`src/rtl/cnn_countdown_seq.sv`:
```
// Beat sequencer for CNN layer loops: loads a beat total and drains it one beat per accepted
// valid/ready handshake, tagging each beat with a (row, col) index and pulsing done at the end.
module cnn_countdown_seq #(
  parameter int unsigned CntW = 16,
  parameter int unsigned ColW = 8
) (
  input  logic            clk_i,
  input  logic            rst_ni,
  input  logic            start_i,
  input  logic [CntW-1:0] total_i,
  input  logic [ColW-1:0] row_len_i,
  input  logic            hold_i,
  input  logic            abort_i,
  output logic            out_valid_o,
  input  logic            out_ready_i,
  output logic [CntW-1:0] remain_o,
  output logic [ColW-1:0] col_idx_o,
  output logic [CntW-1:0] row_idx_o,
  output logic            last_o,
  output logic            busy_o,
  output logic            done_o
);

  typedef enum logic [1:0] {StIdle, StRun, StDone} state_e;

  state_e          state_q;
  logic [CntW-1:0] remain_q;
  logic [CntW-1:0] row_q;
  logic [ColW-1:0] col_q;
  logic [ColW-1:0] row_len_q;

  logic            beat;
  logic [ColW-1:0] col_inc;
  logic            col_wrap;

  assign out_valid_o = (state_q == StRun) && !hold_i;
  assign beat        = out_valid_o && out_ready_i;

  // A latched row_len of 0 means 2**ColW columns: col+1 wraps to 0 and matches it.
  assign col_inc  = col_q + ColW'(1);
  assign col_wrap = (col_inc == row_len_q);

  always_ff @(posedge clk_i) begin
    if (!rst_ni) begin
      state_q   <= StIdle;
      remain_q  <= '0;
      col_q     <= '0;
      row_q     <= '0;
      row_len_q <= '0;
    end else if (abort_i) begin
      state_q  <= StIdle;
      remain_q <= '0;
      col_q    <= '0;
      row_q    <= '0;
    end else begin
      unique case (state_q)
        StIdle: begin
          if (start_i) begin
            remain_q  <= total_i;
            col_q     <= '0;
            row_q     <= '0;
            row_len_q <= row_len_i;
            state_q   <= (total_i != '0) ? StRun : StDone;
          end
        end
        StRun: begin
          if (beat) begin
            remain_q <= remain_q - CntW'(1);
            if (col_wrap) begin
              col_q <= '0;
              row_q <= row_q + CntW'(1);
            end else begin
              col_q <= col_inc;
            end
            if (remain_q == CntW'(1)) begin
              state_q <= StDone;
            end
          end
        end
        StDone: begin
          state_q <= StIdle;
        end
        default: begin
          state_q <= StIdle;
        end
      endcase
    end
  end

  assign remain_o  = remain_q;
  assign col_idx_o = col_q;
  assign row_idx_o = row_q;
  assign last_o    = (state_q == StRun) && (remain_q == CntW'(1));
  assign busy_o    = (state_q != StIdle);
  assign done_o    = (state_q == StDone);

endmodule

```
`config.mk`:
```
export PLATFORM = sky130hd
export DESIGN_NAME = cnn_countdown_seq
export DESIGN_NICKNAME = d
export VERILOG_FILES = /design/src/rtl/cnn_countdown_seq.sv
export SDC_FILE = /design/constraint.sdc
export NUM_CORES = 1
export LEC_CHECK = 0
export BUFFER_PORTS_ARGS = -buffer_cell sky130_fd_sc_hd__buf_4
export CAP_MARGIN = 5
export CORE_MARGIN = 5
export CORE_UTILIZATION = 54
export DETAILED_ROUTE_END_ITERATION = 6
export PLACE_DENSITY = 0.8
export SYNTH_ARGS = -nofsm -noshare
export SYNTH_HDL_FRONTEND = slang
export SYNTH_SLANG_ARGS = --single-unit
```
`constraint.sdc`:
```
create_clock -name clk_i -period 2.8 [get_ports clk_i]
set_input_delay 0.14 -clock clk_i [delete_from_list [all_inputs] [get_ports clk_i]]
set_output_delay 0.14 -clock clk_i [all_outputs]
set_load 0.02 [all_outputs]
```
==> results.sh <==
export IMPL_status="complete, no violations"
export IMPL_synthTopCellsByArea="dfxtp_1, nand2_1, nor2_1"
export IMPL_ant_nets=0
export IMPL_min_period_over_period=0.8780
export IMPL_post_route_drc_count=0
export IMPL_grt_max_degree=37
export IMPL_avgSynthCellArea_um2=7.752
export IMPL_die_h_um=84.73
export IMPL_setup_tns_ns=0
export IMPL_ys_seq_area_frac=0.3320
export IMPL_power_switching_w=0.0004431
export IMPL_drt_wl_total_um=8442
export IMPL_synth_top_area_frac=0.3320
export IMPL_cts_setup_buffers=0
export IMPL_endpoint_kind="flop"
export IMPL_drtPass1Iterations=4
export IMPL_antenna_found_initial=0
export IMPL_rsz0062_at_grt="no"
export IMPL_min_to="row_len_q[3]$_SDFFE_PN0P_"
export IMPL_critPathKind="reg2reg"
export IMPL_slew_viol_final=0
export IMPL_placed_area_um2=3623
export IMPL_p_int_w=0.001058
export IMPL_grt_pass1_wl_um=14180
export IMPL_swShare=0.2952
export IMPL_holdBufCountCts=0
export IMPL_cp_arrival_ns=2.65
export IMPL_critPathTopFamily="simple AND/OR/NAND/NOR gates"
export IMPL_syn_nets=423
export IMPL_fillerInstances=507
export IMPL_path_clk_slew_ns=0.09
export IMPL_crit_path_max_fanout=10
export IMPL_overflow=0
export IMPL_hold_path_class="in2reg"
export IMPL_portBuffers=73
export IMPL_synth_edf_count=0
export IMPL_fin_skew_ns=0.009680
export IMPL_worst_r2r_setup_slack_ns=0.34
export IMPL_ys_warnings_count=0
export IMPL_final_nets=489
export IMPL_worstSkewPairLatency_ns=0.30
export IMPL_clk_path_buf_depth=2
export IMPL_hold_violations=0
export IMPL_min_from="row_len_i[3]"
export IMPL_io_pins=74
export IMPL_power_leakage_nw=1.462
export IMPL_vias=3249
export IMPL_hpwl_um=6321
export IMPL_syn_instance_count=389
export IMPL_cp_startpoint="col_idx_o[1]$_SDFFE_PP0P_"
export IMPL_syn_area_um2=3015
export IMPL_reg2reg_depth=8
export IMPL_p_clk_frac=0.290
export IMPL_grt_pass1_vias=3035
export IMPL_drv_cap=0
export IMPL_startpoint_type="flop"
export IMPL_via_per_inst=6.153
export IMPL_design_area_um2=3715
export IMPL_synthArstFlopShare=0
export IMPL_power_frac_comb=0.208
export IMPL_cts_resized=0
export IMPL_seqPwrFrac=0.502
export IMPL_area_growth_pct=23.19
export IMPL_rows=27
export IMPL_power_per_cell_area_nw_per_um2=404.1
export IMPL_wire_per_inst_um=15.99
export IMPL_final_setup_viol_count=0
export IMPL_ys_top_cells_by_count="dfxtp_1, nand2_1, nor2_1"
export IMPL_design_die_area_um2=7178
export IMPL_r2r_start="col_idx_o[1]$_SDFFE_PP0P_"
export IMPL_initial_core_util=0.5510
export IMPL_critPathSlowestCell="dfxtp_1"
export IMPL_h_tree_depth=2
export IMPL_drtIter0Drc=194
export IMPL_die_x_um=84.73
export IMPL_critical_path_depth=8
export IMPL_clock_fmax_mhz=406.8
export IMPL_fin_crit_ns=2.458
export IMPL_grt_util_all_layers=0.2337
export IMPL_multi_input_area_um2=1868
export IMPL_worst_path_buf_inv=1
export IMPL_crit_chain="ha_1 -> nand3_2 -> or3_1 -> a2bb2oi_1 -> nand4_1 -> buf_4 -> o311a_1 -> a31o_1"
export IMPL_max_slew_margin=0.4320
export IMPL_r2r_end="row_idx_o[4]$_SDFFE_PP0P_"
export IMPL_antenna_cells=0
export IMPL_cts_tree="done"
export IMPL_cts_buffers=5
export IMPL_synthDistinctLibCells=62
export IMPL_drive_gt1_frac=0.2368
export IMPL_cts_root_buf="clkbuf_8"
export IMPL_vdd_drop_max_uv=198.2
export IMPL_tightest_slew_ns=0.8455
export IMPL_gp_congestion=0.8621
export IMPL_cts_sinks=50
export IMPL_hold_depth=3
export IMPL_synthFlopType="dfxtp_1"
export IMPL_fp_coreArea_um2=5473
export IMPL_required_ns=3.00
export IMPL_slowest_delay_ns=0.40
export IMPL_synth_top_area_cell="dfxtp_1"
export IMPL_synth_most_common_cell="dfxtp_1"
export IMPL_yosys_register_bits=50
export IMPL_area_sequential_um2=1001
==> metrics by stage <==
step / worst slack, ns / total power (W) / instances / utilization / hold slack [ns]
detailed placement: 0.4067 / 0.001077 / 520 / 0.6621 / 0.4105
global placement: 0.4690 / 0.001071 / 520 / 0.6621 / 0.3969
global route: 0.2290 / 0.001567 / 528 / 0.6788 / 0.08618
floorplan: 0.4897 / 0.0009647 / 389 / - / 0.2748
finish: 0.3417 / 0.001501 / 528 / 0.6788 / 0.09518
CTS: 0.3676 / 0.001505 / 528 / 0.6788 / 0.08795
==> how the worst max path moves through the flow <==
stage / endpoint / slack (ns)
2_1_floorplan: row_idx_o[2]$_SDFFE_PP0P_ / 0.49
3_3_place_gp: row_idx_o[4]$_SDFFE_PP0P_ / 0.47
3_5_place_dp: row_idx_o[4]$_SDFFE_PP0P_ / 0.41
4_1_cts: row_idx_o[15]$_SDFFE_PP0P_ / 0.37
5_1_grt: row_idx_o[15]$_SDFFE_PP0P_ / 0.23
6_report: row_idx_o[4]$_SDFFE_PP0P_ / 0.34
==> registers in the layout (all words and copies together) (netlist names) <==
register,count
col_idx_o,8
remain_o,16
row_idx_o,16
row_len_q,8
state_q,2
==> layout make-up <==
cell class / count / area share
multi-input cells: 306 / 0.5029
flip-flops and latches: 50 / 0.2695
repair buffers: 85 / 0.1718
well taps: 72 / 0.02425
clock buffers: 7 / 0.02324
inverters: 7 / 0.007073
clock inverters: 1 / 0.001347
==> power groups by stage <==
stage	Clock, W	Sequential [W]	Combinational (W)
floorplan	0	0.000776	0.000189
global placement	0	0.000768	0.000302
detailed placement	0	0.000769	0.000308
CTS	0.000442	0.000753	0.000309
global route	0.000468	0.000756	0.000343
finish	0.000436	0.000753	0.000312
==> per-layer routing <==
layer	GRT usage	up-vias	share of wire
met5	0	-	0
met4	0.05036	0	0.0058
met3	0.04318	4	0.074
met2	0.4014	147	0.48
met1	0.3046	1528	0.44
li1	-	1570	-
==> placed cells by master, fill, tap and decap left out, types with 4 or more instances in the layout <==
master	Yosys	final
buf_4	5	85
inv_1	7	7
a31oi_1	11	11
clkbuf_8	0	6
xnor2_1	5	5
nor2_1	39	39
nor2b_1	5	5
o311ai_1	4	4
or3_1	5	5
nand4_1	10	10
nand3b_1	5	5
a21boi_0	7	7
ha_1	4	4
a21oi_1	23	23
a211oi_1	4	4
nor3_1	12	12
nand3_1	16	16
o31ai_1	5	5
o21ai_0	21	21
nor4_1	6	6
nand2_1	45	45
or2_2	6	6
a22oi_1	6	6
nand2b_1	7	7
dfxtp_1	50	50
nand4b_1	4	4
==> kinds of logic (layout without fill, tap and decap cells) <==
| family | after synthesis | in the layout | synth area share |
|---|---|---|---|
| XOR/XNOR | 9 | 9 | 0.02863 |
| AO/OA/AOI/OAI | 115 | 115 | 0.2681 |
| multiplexers | 2 | 2 | 0.006639 |
| buffers and inverters | 33 | 100 | 0.04855 |
| flip-flops | 50 | 50 | 0.3320 |
| adder cells (fa/ha/maj) | 4 | 4 | 0.01660 |
| AND/OR/NAND/NOR | 176 | 176 | 0.2996 |
==> worst reg2reg max path, cell delays in order (launching register included) <==
cell	delay, ns
dfxtp_1	0.40
ha_1	0.34
nand3_2	0.15
or3_1	0.40
a2bb2oi_1	0.18
nand4_1	0.16
buf_4	0.22
o311a_1	0.33
a31o_1	0.18
Power figures use the tool's default switching activity.
